[config.mk]
export PLATFORM = sky130hd
export DESIGN_NAME = ldpc_3gpp_dec_source
export DESIGN_NICKNAME = d
export VERILOG_FILES = /design/src/rtl/ldpc_3gpp_dec_source_pkg.sv /design/src/rtl/ldpc_3gpp_dec_source.sv
export SDC_FILE = /design/constraint.sdc
export NUM_CORES = 1
export LEC_CHECK = 0
export ABC_CLOCK_PERIOD_IN_PS = 9500
export CORE_ASPECT_RATIO = 0.5
export CORE_MARGIN = 2
export CORE_UTILIZATION = 63
export CTS_BUF_LIST = sky130_fd_sc_hd__clkbuf_8
export CTS_CLUSTER_SIZE = 30
export DETAILED_ROUTE_END_ITERATION = 7
export MAX_ROUTING_LAYER = met4
export PLACE_DENSITY = 0.87
export RECOVER_POWER = 100
export SYNTH_ARGS = -nofsm -noshare
export SYNTH_HDL_FRONTEND = slang
export SYNTH_SLANG_ARGS = --single-unit
[constraint.sdc]
create_clock -name iclk -period 9.5 [get_ports iclk]
set_clock_uncertainty 0.1 [all_clocks]
set_input_delay 0.95 -clock iclk [delete_from_list [all_inputs] [get_ports iclk]]
set_output_delay 0.95 -clock iclk [all_outputs]
set_load 0.05 [all_outputs]
[src/rtl/ldpc_3gpp_dec_source_pkg.sv]
// Shared types and constants for the 3GPP LDPC decoder input side: code context,
// the lifting-size table and the systematic column count per base graph.
package ldpc_3gpp_dec_source_pkg;

  localparam int cCOL_BY_CYCLE = 4;

  typedef logic [8:0] hb_zc_t;
  typedef logic [6:0] hb_col_t;

  typedef struct packed {
    logic       idxGr;
    logic [2:0] idxLs;
    logic [2:0] idxZc;
    logic [5:0] used_row;
  } code_ctx_t;

  // Rows are lifting-size sets; short sets repeat their largest Zc in the unused slots.
  localparam hb_zc_t cZC_TAB [8][8] = '{
    '{9'd2,  9'd4,  9'd8,  9'd16,  9'd32,  9'd64,  9'd128, 9'd256},
    '{9'd3,  9'd6,  9'd12, 9'd24,  9'd48,  9'd96,  9'd192, 9'd384},
    '{9'd5,  9'd10, 9'd20, 9'd40,  9'd80,  9'd160, 9'd320, 9'd320},
    '{9'd7,  9'd14, 9'd28, 9'd56,  9'd112, 9'd224, 9'd224, 9'd224},
    '{9'd9,  9'd18, 9'd36, 9'd72,  9'd144, 9'd288, 9'd288, 9'd288},
    '{9'd11, 9'd22, 9'd44, 9'd88,  9'd176, 9'd352, 9'd352, 9'd352},
    '{9'd13, 9'd26, 9'd52, 9'd104, 9'd208, 9'd208, 9'd208, 9'd208},
    '{9'd15, 9'd30, 9'd60, 9'd120, 9'd240, 9'd240, 9'd240, 9'd240}
  };

  localparam hb_col_t cGR_SYST_BIT_COL [2] = '{7'd22, 7'd10};

  // Index width for a counter holding values 0..v-1 (never narrower than one bit).
  function automatic int clogb2(input int v);
    int r;
    r = 0;
    while ((1 << r) < v) r++;
    return (r < 1) ? 1 : r;
  endfunction

  function automatic int ceil_div(input int a, input int b);
    return (a + b - 1) / b;
  endfunction

endpackage

[src/rtl/ldpc_3gpp_dec_source.sv]
// Decoder input interface: writes a framed LLR stream into the input buffer using the
// same word/lane layout as the output sink, then pulses owfull with tag and length status.
module ldpc_3gpp_dec_source
  import ldpc_3gpp_dec_source_pkg::*;
#(
  parameter int pADDR_W  = 8,
  parameter int pLLR_W   = 5,
  parameter int pDAT_NUM = cCOL_BY_CYCLE,
  parameter int pTAG_W   = 4,
  parameter int pIDX_GR  = 0
) (
  input  logic                iclk,
  input  logic                ireset,
  input  logic                iclkena,
  input  code_ctx_t           icode_ctx,
  input  logic                isop,
  input  logic                ieop,
  input  logic                ival,
  input  logic [pLLR_W-1:0]   idat,
  input  logic [pTAG_W-1:0]   itag,
  output logic                ordy,
  input  logic                iwfull,
  output logic                owrite,
  output logic [pADDR_W-1:0]  owaddr,
  output logic [pDAT_NUM-1:0] owsel,
  output logic [pLLR_W-1:0]   owdat,
  output logic                owfull,
  output logic [pTAG_W-1:0]   owtag,
  output logic                oerr
);

  localparam int cCIB    = ceil_div(int'(cGR_SYST_BIT_COL[pIDX_GR]), pDAT_NUM);
  localparam int cBCOL_W = clogb2(cCIB);
  localparam int cBSEL_W = clogb2(pDAT_NUM);
  localparam logic [cBCOL_W-1:0] cBCOL_LAST = cBCOL_W'(cCIB - 1);
  localparam logic [cBSEL_W-1:0] cBSEL_LAST = cBSEL_W'(pDAT_NUM - 1);
  localparam logic               cBCOL_ONE  = (cCIB == 1);
  localparam logic [pDAT_NUM-1:0] cLANE0    = pDAT_NUM'(1);

  typedef enum logic [1:0] {cWAIT_SOP, cDO, cFLUSH} state_t;

  // Handshake: a beat transfers on a clock edge where ival & ordy & iclkena are all high;
  // ordy never depends on ival, and all state (including outputs) holds while iclkena is low.

  state_t                state_q, state_d;
  logic                  flush_cnt_q, flush_cnt_d;
  hb_zc_t                used_zc_q, used_zc_d;
  hb_col_t               used_col_q, used_col_d;
  hb_zc_t                zc_cnt_q, zc_cnt_d;
  logic                  zc_done_q, zc_done_d;
  hb_col_t               col_cnt_q, col_cnt_d;
  logic                  col_done_q, col_done_d;
  logic [cBCOL_W-1:0]    bcol_cnt_q, bcol_cnt_d;
  logic                  bcol_done_q, bcol_done_d;
  logic [cBSEL_W-1:0]    bsel_q, bsel_d;
  logic [pADDR_W-1:0]    addr_q, addr_d;
  logic [pTAG_W-1:0]     tag_q, tag_d;
  logic                  err_q, err_d;
  logic                  owrite_q, owrite_d;
  logic [pADDR_W-1:0]    owaddr_q, owaddr_d;
  logic [pDAT_NUM-1:0]   owsel_q, owsel_d;
  logic [pLLR_W-1:0]     owdat_q, owdat_d;
  logic                  owfull_q, owfull_d;
  logic [pTAG_W-1:0]     owtag_q, owtag_d;
  logic                  oerr_q, oerr_d;

  logic                  accept, sop_beat, in_frame, beat, last, work_done;
  hb_zc_t                new_zc, cur_zc, e_zc;
  hb_col_t               new_col, cur_col, e_col;
  logic [cBCOL_W-1:0]    e_bcol;
  logic [cBSEL_W-1:0]    e_bsel;
  logic [pADDR_W-1:0]    e_addr;
  logic                  e_zc_done, e_col_done, e_bcol_done;

  assign ordy = ~ireset & (((state_q == cWAIT_SOP) & ~iwfull) | (state_q == cDO));

  // The sop beat itself sits at position zero, so counters are muxed to their cleared
  // values (done flags derived from the new context) rather than waiting a cycle.
  always_comb begin
    accept      = ival & ordy & iclkena;
    sop_beat    = accept & isop;
    in_frame    = (state_q == cDO) | sop_beat;
    beat        = accept & in_frame;
    new_zc      = cZC_TAB[icode_ctx.idxLs][icode_ctx.idxZc];
    new_col     = cGR_SYST_BIT_COL[icode_ctx.idxGr] + hb_col_t'(icode_ctx.used_row);
    cur_zc      = sop_beat ? new_zc  : used_zc_q;
    cur_col     = sop_beat ? new_col : used_col_q;
    e_zc        = sop_beat ? '0 : zc_cnt_q;
    e_col       = sop_beat ? '0 : col_cnt_q;
    e_bcol      = sop_beat ? '0 : bcol_cnt_q;
    e_bsel      = sop_beat ? '0 : bsel_q;
    e_addr      = sop_beat ? '0 : addr_q;
    e_zc_done   = sop_beat ? (new_zc == hb_zc_t'(1))   : zc_done_q;
    e_col_done  = sop_beat ? (new_col == hb_col_t'(1)) : col_done_q;
    e_bcol_done = sop_beat ? cBCOL_ONE : bcol_done_q;
    work_done   = e_zc_done & e_col_done;
    last        = beat & (ieop | work_done);
  end

  always_comb begin
    state_d     = state_q;
    flush_cnt_d = flush_cnt_q;
    used_zc_d   = used_zc_q;
    used_col_d  = used_col_q;
    zc_cnt_d    = zc_cnt_q;
    zc_done_d   = zc_done_q;
    col_cnt_d   = col_cnt_q;
    col_done_d  = col_done_q;
    bcol_cnt_d  = bcol_cnt_q;
    bcol_done_d = bcol_done_q;
    bsel_d      = bsel_q;
    addr_d      = addr_q;
    tag_d       = sop_beat ? itag : tag_q;
    err_d       = err_q;
    owrite_d    = 1'b0;
    owaddr_d    = owaddr_q;
    owsel_d     = '0;
    owdat_d     = owdat_q;
    owfull_d    = 1'b0;
    owtag_d     = owtag_q;
    oerr_d      = oerr_q;

    if (beat) begin
      used_zc_d   = cur_zc;
      used_col_d  = cur_col;
      col_cnt_d   = e_col;
      col_done_d  = e_col_done;
      bcol_cnt_d  = e_bcol;
      bcol_done_d = e_bcol_done;
      bsel_d      = e_bsel;
      addr_d      = e_addr + pADDR_W'(1);
      if (e_zc_done) begin
        zc_cnt_d  = '0;
        zc_done_d = (cur_zc == hb_zc_t'(1));
        if (e_col_done) begin
          col_cnt_d  = '0;
          col_done_d = (cur_col == hb_col_t'(1));
        end else begin
          col_cnt_d  = e_col + hb_col_t'(1);
          col_done_d = ((e_col + hb_col_t'(1)) == (cur_col - hb_col_t'(1)));
        end
        // Finishing a block of columns moves to the next lane and restarts the word address.
        if (e_bcol_done) begin
          bcol_cnt_d  = '0;
          bcol_done_d = cBCOL_ONE;
          addr_d      = '0;
          bsel_d      = (e_bsel == cBSEL_LAST) ? '0 : e_bsel + cBSEL_W'(1);
        end else begin
          bcol_cnt_d  = e_bcol + cBCOL_W'(1);
          bcol_done_d = ((e_bcol + cBCOL_W'(1)) == cBCOL_LAST);
        end
      end else begin
        zc_cnt_d  = e_zc + hb_zc_t'(1);
        zc_done_d = ((e_zc + hb_zc_t'(1)) == (cur_zc - hb_zc_t'(1)));
      end
      owrite_d = 1'b1;
      owaddr_d = e_addr;
      owsel_d  = cLANE0 << e_bsel;
      owdat_d  = idat;
      if (last) err_d = ieop ^ work_done;
    end

    case (state_q)
      cWAIT_SOP: if (sop_beat) state_d = last ? cFLUSH : cDO;
      cDO:       if (last) state_d = cFLUSH;
      cFLUSH: begin
        if (flush_cnt_q) begin
          state_d     = cWAIT_SOP;
          flush_cnt_d = 1'b0;
        end else begin
          flush_cnt_d = 1'b1;
          owfull_d    = 1'b1;
          owtag_d     = tag_q;
          oerr_d      = err_q;
        end
      end
      default:   state_d = cWAIT_SOP;
    endcase
  end

  always_ff @(posedge iclk) begin
    if (ireset) begin
      state_q     <= cWAIT_SOP;
      flush_cnt_q <= 1'b0;
      used_zc_q   <= '0;
      used_col_q  <= '0;
      zc_cnt_q    <= '0;
      zc_done_q   <= 1'b0;
      col_cnt_q   <= '0;
      col_done_q  <= 1'b0;
      bcol_cnt_q  <= '0;
      bcol_done_q <= 1'b0;
      bsel_q      <= '0;
      addr_q      <= '0;
      tag_q       <= '0;
      err_q       <= 1'b0;
      owrite_q    <= 1'b0;
      owaddr_q    <= '0;
      owsel_q     <= '0;
      owdat_q     <= '0;
      owfull_q    <= 1'b0;
      owtag_q     <= '0;
      oerr_q      <= 1'b0;
    end else if (iclkena) begin
      state_q     <= state_d;
      flush_cnt_q <= flush_cnt_d;
      used_zc_q   <= used_zc_d;
      used_col_q  <= used_col_d;
      zc_cnt_q    <= zc_cnt_d;
      zc_done_q   <= zc_done_d;
      col_cnt_q   <= col_cnt_d;
      col_done_q  <= col_done_d;
      bcol_cnt_q  <= bcol_cnt_d;
      bcol_done_q <= bcol_done_d;
      bsel_q      <= bsel_d;
      addr_q      <= addr_d;
      tag_q       <= tag_d;
      err_q       <= err_d;
      owrite_q    <= owrite_d;
      owaddr_q    <= owaddr_d;
      owsel_q     <= owsel_d;
      owdat_q     <= owdat_d;
      owfull_q    <= owfull_d;
      owtag_q     <= owtag_d;
      oerr_q      <= oerr_d;
    end
  end

  assign owrite = owrite_q;
  assign owaddr = owaddr_q;
  assign owsel  = owsel_q;
  assign owdat  = owdat_q;
  assign owfull = owfull_q;
  assign owtag  = owtag_q;
  assign oerr   = oerr_q;

endmodule
---- Word level (Yosys, flattened, before mapping) ----
Memories as Yosys holds them, arrays and structs flattened.
Cells that the tools add are included.
cells by class
  order comparisons ....................... 3
  equal/unequal tests ..................... 13
  $add $sub $neg .......................... 8
  bitwise operators ....................... 18
  mux-type cells .......................... 42
  reduce and logical (&&, ||, !) cells .... 7
  shift operators ......................... 1
operators by type and width
  operator                                                                number
  72-bit 2-to-1 mux                                                       2
  9-bit 2-to-1 mux                                                        5
  7-bit 2-to-1 mux                                                        6
  9-bit binary-select mux with 3-bit select                               1
  8-bit 2-to-1 mux                                                        3
  9-bit by 1-bit equality test with 1-bit output (second input constant)  2
  2-bit 2-to-1 mux                                                        8
  7-bit by 1-bit equality test with 1-bit output (second input constant)  2
  1-bit 2-to-1 mux                                                        11
  9-bit by 1-bit adder with 9-bit output (second input constant)          1
  9-bit equality test                                                     1
  3-bit 2-to-1 mux                                                        3
  9-bit by 1-bit subtractor with 9-bit output (second input constant)     1
  8-bit by 1-bit adder with 8-bit output (second input constant)          1
  1-bit AND                                                               8
  4-bit >= comparator (second input constant)                             2
  3-bit NOT with 4-bit output                                             2
  7-bit by 1-bit adder with 7-bit output (second input constant)          1
  7-bit by 6-bit adder with 7-bit output                                  1
  7-bit equality test                                                     1
  7-bit by 1-bit subtractor with 7-bit output (second input constant)     1
  2-bit != test (second input constant)                                   3
  2-bit one-hot mux with 3 select lines                                   1
  2-bit AND reduction                                                     3
  16 further kinds                                                        22
storage, ports and cells
  input port bits ......................... 29
  output and inout bits ................... 25
  memory bits (read-only) ................. 576
  memories kept ........................... 1
  register bits after elaboration ......... 80
memory list
  memory           depth  width  read ports  clocked after memory_dff  wr ports  line                        source
  (no name shown)  8      72     1           0                         0         ldpc_3gpp_dec_source.sv:84  new_zc = cZC_TAB[icode_ctx.idxLs][icode_ctx.idxZc];

---- Depth between registers and ports, before layout ----
  depth in word-level cells ............... 15
  mapped depth ............................ 16
  mapped depth without buffers ............ 13

---- Worst setup path after synthesis ----
OpenSTA, ideal clock, no wires.
  path kind ............................... in2reg
  from .................................... input isop
  to ...................................... register zc_done_q
  path slack .............................. 5,380 ps
  library setup time ...................... 116 ps
  data arrival time ....................... 3,905 ps
  stages on the path ...................... 16
  cells stage by stage .................... and3_1 -> nand3_1 -> buf_2 -> clkbuf_1 -> buf_1 -> clkbuf_1 -> and2_1 -> ha_1 -> and3_1 -> and3_1 -> nand3_1 -> xor2_1 -> nor2_1 -> xor2_1 -> xnor2_1 -> a31o_1
between the ends
  cells in the longest elaborated chain, start to end .. 5
ends and longest elaborated chain
  element                                                                                                line                                                    source
  start, declared                                                                                        ldpc_3gpp_dec_source.sv:16                              input logic isop,
  1-bit AND *                                                                                            ldpc_3gpp_dec_source.sv:81                              sop_beat = accept & isop;
  9-bit 2-to-1 mux (on tied branches)                                                                    ldpc_3gpp_dec_source.sv:88, ldpc_3gpp_dec_source.sv:86
  9-bit by 1-bit adder with 9-bit output or 9-bit by 1-bit subtractor with 9-bit output (tied branches)  ldpc_3gpp_dec_source.sv:154                             zc_done_d = ((e_zc + hb_zc_t'(1)) == (cur_zc - hb_zc_t'(1)));
  9-bit equality test                                                                                    ldpc_3gpp_dec_source.sv:154
  1-bit 2-to-1 mux                                                                                       ldpc_3gpp_dec_source.sv:132                             if (e_zc_done) begin
  end signal, assigned                                                                                   ldpc_3gpp_dec_source.sv:210                             zc_done_q <= zc_done_d;
  end, declared                                                                                          ldpc_3gpp_dec_source.sv:50                              logic zc_done_q, zc_done_d;
Every way passes the cells marked *; elsewhere a longest branch is shown, timed or not.
A chain may end at the register's enable or synchronous reset.

---- Worst setup path in the final report ----
  from .................................... input iclkena
  to ...................................... register zc_done_q
between the ends
  cells in the longest elaborated chain, start to end .. 6
ends and longest elaborated chain
  element                                                                                                line                                                    source
  start, declared                                                                                        ldpc_3gpp_dec_source.sv:14                              input logic iclkena,
  1-bit AND                                                                                              ldpc_3gpp_dec_source.sv:80                              accept = ival & ordy & iclkena;
  1-bit AND                                                                                              ldpc_3gpp_dec_source.sv:81
  9-bit 2-to-1 mux (on tied branches)                                                                    ldpc_3gpp_dec_source.sv:88, ldpc_3gpp_dec_source.sv:86
  9-bit by 1-bit adder with 9-bit output or 9-bit by 1-bit subtractor with 9-bit output (tied branches)  ldpc_3gpp_dec_source.sv:154
  9-bit equality test                                                                                    ldpc_3gpp_dec_source.sv:154
  1-bit 2-to-1 mux                                                                                       ldpc_3gpp_dec_source.sv:132
Parallel ways exist; a longest one is shown, timed or not.

==> results.sh <==
export IMPL_netlist_cell_type_count=70
export IMPL_clk_latency_ns=0.37
export IMPL_clk_transition_reported_paths_ns=0.08
export IMPL_synth_warnings=0
export IMPL_timing_hold_worst_endpoint="owdat[2]"
export IMPL_detail_route_antenna_nets=0
export IMPL_nNetsFinal=693
export IMPL_minimum_setup_slack_among_reg_to_reg_paths_ns=4.31
export IMPL_core_rowCount=22
export IMPL_n_antenna_cell=0
export IMPL_grt_overflow_total=0
export IMPL_highest_signal_layer="met4"
export IMPL_cts_hold_repair_buffers=0
export IMPL_full_die_area_mm2=0.00834
export IMPL_transition_at_the_pin_with_the_smallest_max_transition_slack_ns=2.23
export IMPL_delay_of_the_slowest_cell_on_the_worst_path_ns=1.75
export IMPL_effective_utilization_at_floorplan=0.650
export IMPL_synth_edf_count=0
export IMPL_ctsResizeCount=0
export IMPL_ff_to_ff_end="zc_done_q"
export IMPL_pre_cts_ws_ns=4.42
export IMPL_grt_antenna_before_repair=0
export IMPL_drt_met1_wl_um=5490
export IMPL_primary_ff_master_synth="dfxtp_1"
export IMPL_cp_max_fo=19
export IMPL_netlist_top_cell_by_area="dfxtp_1"
export IMPL_syn_nets=665
export IMPL_finalCriticalPeriod_ns=6.23
export IMPL_final_max_slew_viol_count=20
export IMPL_regToRegStartpoint="state_q[1]"
export IMPL_ctsRootBufferMaster="clkbuf_8"
export IMPL_max_clock_buf_depth=2
export IMPL_wirelength_um=11600
export IMPL_post_route_period_util=0.655
export IMPL_max_cap_violations=1
export IMPL_critical_path_buffer_and_inverter_count=2
export IMPL_final_layout_size_suffix_gt1_frac=0.0430
export IMPL_result_of_the_run="complete, but fails checks"
export IMPL_syn_to_final_growth_pct=13.7
export IMPL_final_setup_tns_ns=0
export IMPL_via_count_of_the_first_global_routing_pass=4154
export IMPL_grt_first_pass_wirelength_um=19400
export IMPL_tritoncts_num_sinks=80
export IMPL_hold_violations=0
export IMPL_cp_end_kind="register"
export IMPL_wl_met2_um=4870
export IMPL_remaining_drc_errors=0
export IMPL_drt_first_pass_iters=5
export IMPL_rsz0062_at_grt="no"
export IMPL_routed_wl_met3_um=1010
export IMPL_drtIter0Drc=414
export IMPL_critical_path_class="primary input to register"
export IMPL_timing_slew_headroom=-0.495
export IMPL_drt_wirelength_per_cell_um=15.5
export IMPL_power_leakage_nw=2.04
export IMPL_finalSetupViolations=0
export IMPL_layout_setup_ws_ns=3.27
export IMPL_crit_required_ns=9.72
export IMPL_critical_path_top_delay_family="simple AND/OR/NAND/NOR gates"
export IMPL_synth_top_cells_by_count="dfxtp_1, nand2_1, a21oi_1"
export IMPL_die_width_um=127
export IMPL_kind_of_launch_point_of_the_worst_setup_path="primary input"
export IMPL_ys_ff_latch=80
export IMPL_min_delay_path_depth=2
export IMPL_syn_inst=618
export IMPL_power_per_cell_area_mw_per_mm2=124
export IMPL_syn_avg_cell_area_um2=7.73
export IMPL_summed_instance_area_of_the_synthesized_netlist_mm2=0.00478
export IMPL_post_synth_top_count_cell="dfxtp_1"
export IMPL_via_per_inst=6.12
export IMPL_min_path_type="register to register"
export IMPL_cts_post_setup_buffers_inserted=0
export IMPL_ir_worst_vdd_mv=0.126
export IMPL_io_buffers=53
export IMPL_cts_tree="built"
export IMPL_cts_htree_levels=3
export IMPL_maximum_number_of_pins_on_one_net_before_global_route_repair=61
export IMPL_dp_wirelength_um=7760
export IMPL_core_mm2=0.00735
export IMPL_crit_path_start="iclkena"
export IMPL_cell_with_the_largest_stage_delay_on_the_worst_path="nor3_1"
export IMPL_die_extent_in_y_um=65.6
export IMPL_synth_async_sr_flop_share=0
export IMPL_gpl_final_weighted_congestion=0.895
export IMPL_fmaxAchievable_mhz=161
export IMPL_hold_path_startpoint="owdat[2]"
export IMPL_grt_util_all_layers=0.299
export IMPL_boundaryPins=54
export IMPL_number_of_vias_in_the_routed_layout=4573
export IMPL_cts_made_buffers=9
export IMPL_arrival_ns=6.45
export IMPL_power_total_mw=0.676
export IMPL_synth_top_cells_by_area="dfxtp_1, a21oi_1, nand2_1, nor2_1, ha_1"
export IMPL_finish_utilization=0.739
export IMPL_failed_checks="max-capacitance violations, max-slew violations"
export IMPL_synth_seq_area_share=0.335
export IMPL_timing_hold_ws_ns=0.359
export IMPL_crit_chain="dlygate4sd3_1 > nand3_1 > nor3_1 > clkbuf_1 > mux2i_1 > ha_1 > xor2_1 > xnor2_1 > xnor2_1 > nor4_1 > nand3_1 > a211oi_1 > a31o_1"
export IMPL_worst_r2r_path_cells=12
export IMPL_synth_top_cell_area_share=0.335
## cells by family (layout without fill, tap and decap cells)
kind of cell	count (synthesis)	count (layout)	synth area share
buf+inv	60	93	0.0529
xor+xnor	35	35	0.0670
compound gates	161	161	0.209
fa+ha+maj	18	18	0.0487
mux	11	11	0.0233
flops	80	80	0.335
simple gates	253	253	0.263
## routing by layer
metal / vias up / track usage
met4: 0 / 0.114
met5: - / -
met1: 2134 / 0.403
met3: 23 / 0.0741
met2: 187 / 0.439
li1: 2229 / -
## cell type report
| class | count | area, um^2 |
|---|---|---|
| inverter | 21 | 78.8 |
| fill | 564 | 1920 |
| clock inverter | 6 | 67.6 |
| tap | 96 | 120 |
| sequential | 80 | 1600 |
| timing repair buffer | 56 | 541 |
| clock buffer | 10 | 138 |
| multi-input combinational | 478 | 2890 |
## worst max-delay path by stage
stage / depth (start not counted) / slack [ns] / endpoint
after detailed placement: 13 / 4.42 / zc_done_q
after floorplan: 16 / 5.38 / zc_done_q
after global routing: 13 / 2.83 / zc_done_q
final: 13 / 3.27 / zc_done_q
after CTS: 13 / 4.78 / zc_done_q
after global placement: 13 / 4.51 / zc_done_q
## worst register-to-register path, stage by stage, from the launching register on
cell and delay [ns]:
dfxtp_1 0.35, or2_1 0.34, nor3_1 1.74, clkbuf_1 0.73
mux2i_1 0.35, ha_1 0.30, xor2_1 0.20, xnor2_1 0.15
xnor2_1 0.08, nor4_1 0.28, nand3_1 0.11, a211oi_1 0.24
a31o_1 0.17
## per-stage QoR
step	cells	instance area [um^2]
finish	747	5430
global route	747	5430
CTS	747	5480
detailed placement	731	5280
global placement	731	5280
floorplan	618	4780
## power by group
| part | internal [mW] | leakage, nW | switching, mW |
|---|---|---|---|
| clock network | 0.130 | 0.105 | 0.132 |
| registers | 0.337 | 0.645 | 0.00180 |
| logic | 0.0304 | 1.29 | 0.0445 |
| total | 0.497 | 2.04 | 0.178 |
## placed cells by master, fill, tap and decap left out, types with 10 or more instances in the layout
| master | count |
|---|---|
| nor2b_1 | 12 |
| nand3_1 | 21 |
| nand2_1 | 74 |
| inv_1 | 22 |
| clkbuf_8 | 10 |
| xnor2_1 | 20 |
| xor2_1 | 14 |
| nor3_1 | 16 |
| dfxtp_1 | 80 |
| a21oi_1 | 70 |
| mux2i_1 | 10 |
| o21ai_0 | 34 |
| dlygate4sd3_1 | 26 |
| clkdlybuf4s50_1 | 26 |
| nor2_1 | 68 |
| ha_1 | 17 |
## state kept, by name (all words and copies together) (netlist names)
name,flops
used_zc_q,9
zc_cnt_q,9
addr_q,8
owaddr,8
col_cnt_q,7
used_col_q,7
owdat,5
owsel,4
owtag,4
tag_q,4
bcol_cnt_q,3
bsel_q,2
state_q,2
bcol_done_q,1
col_done_q,1
err_q,1
flush_cnt_q,1
oerr,1
owfull,1
owrite,1
zc_done_q,1
(Power assumes the default switching activity.)
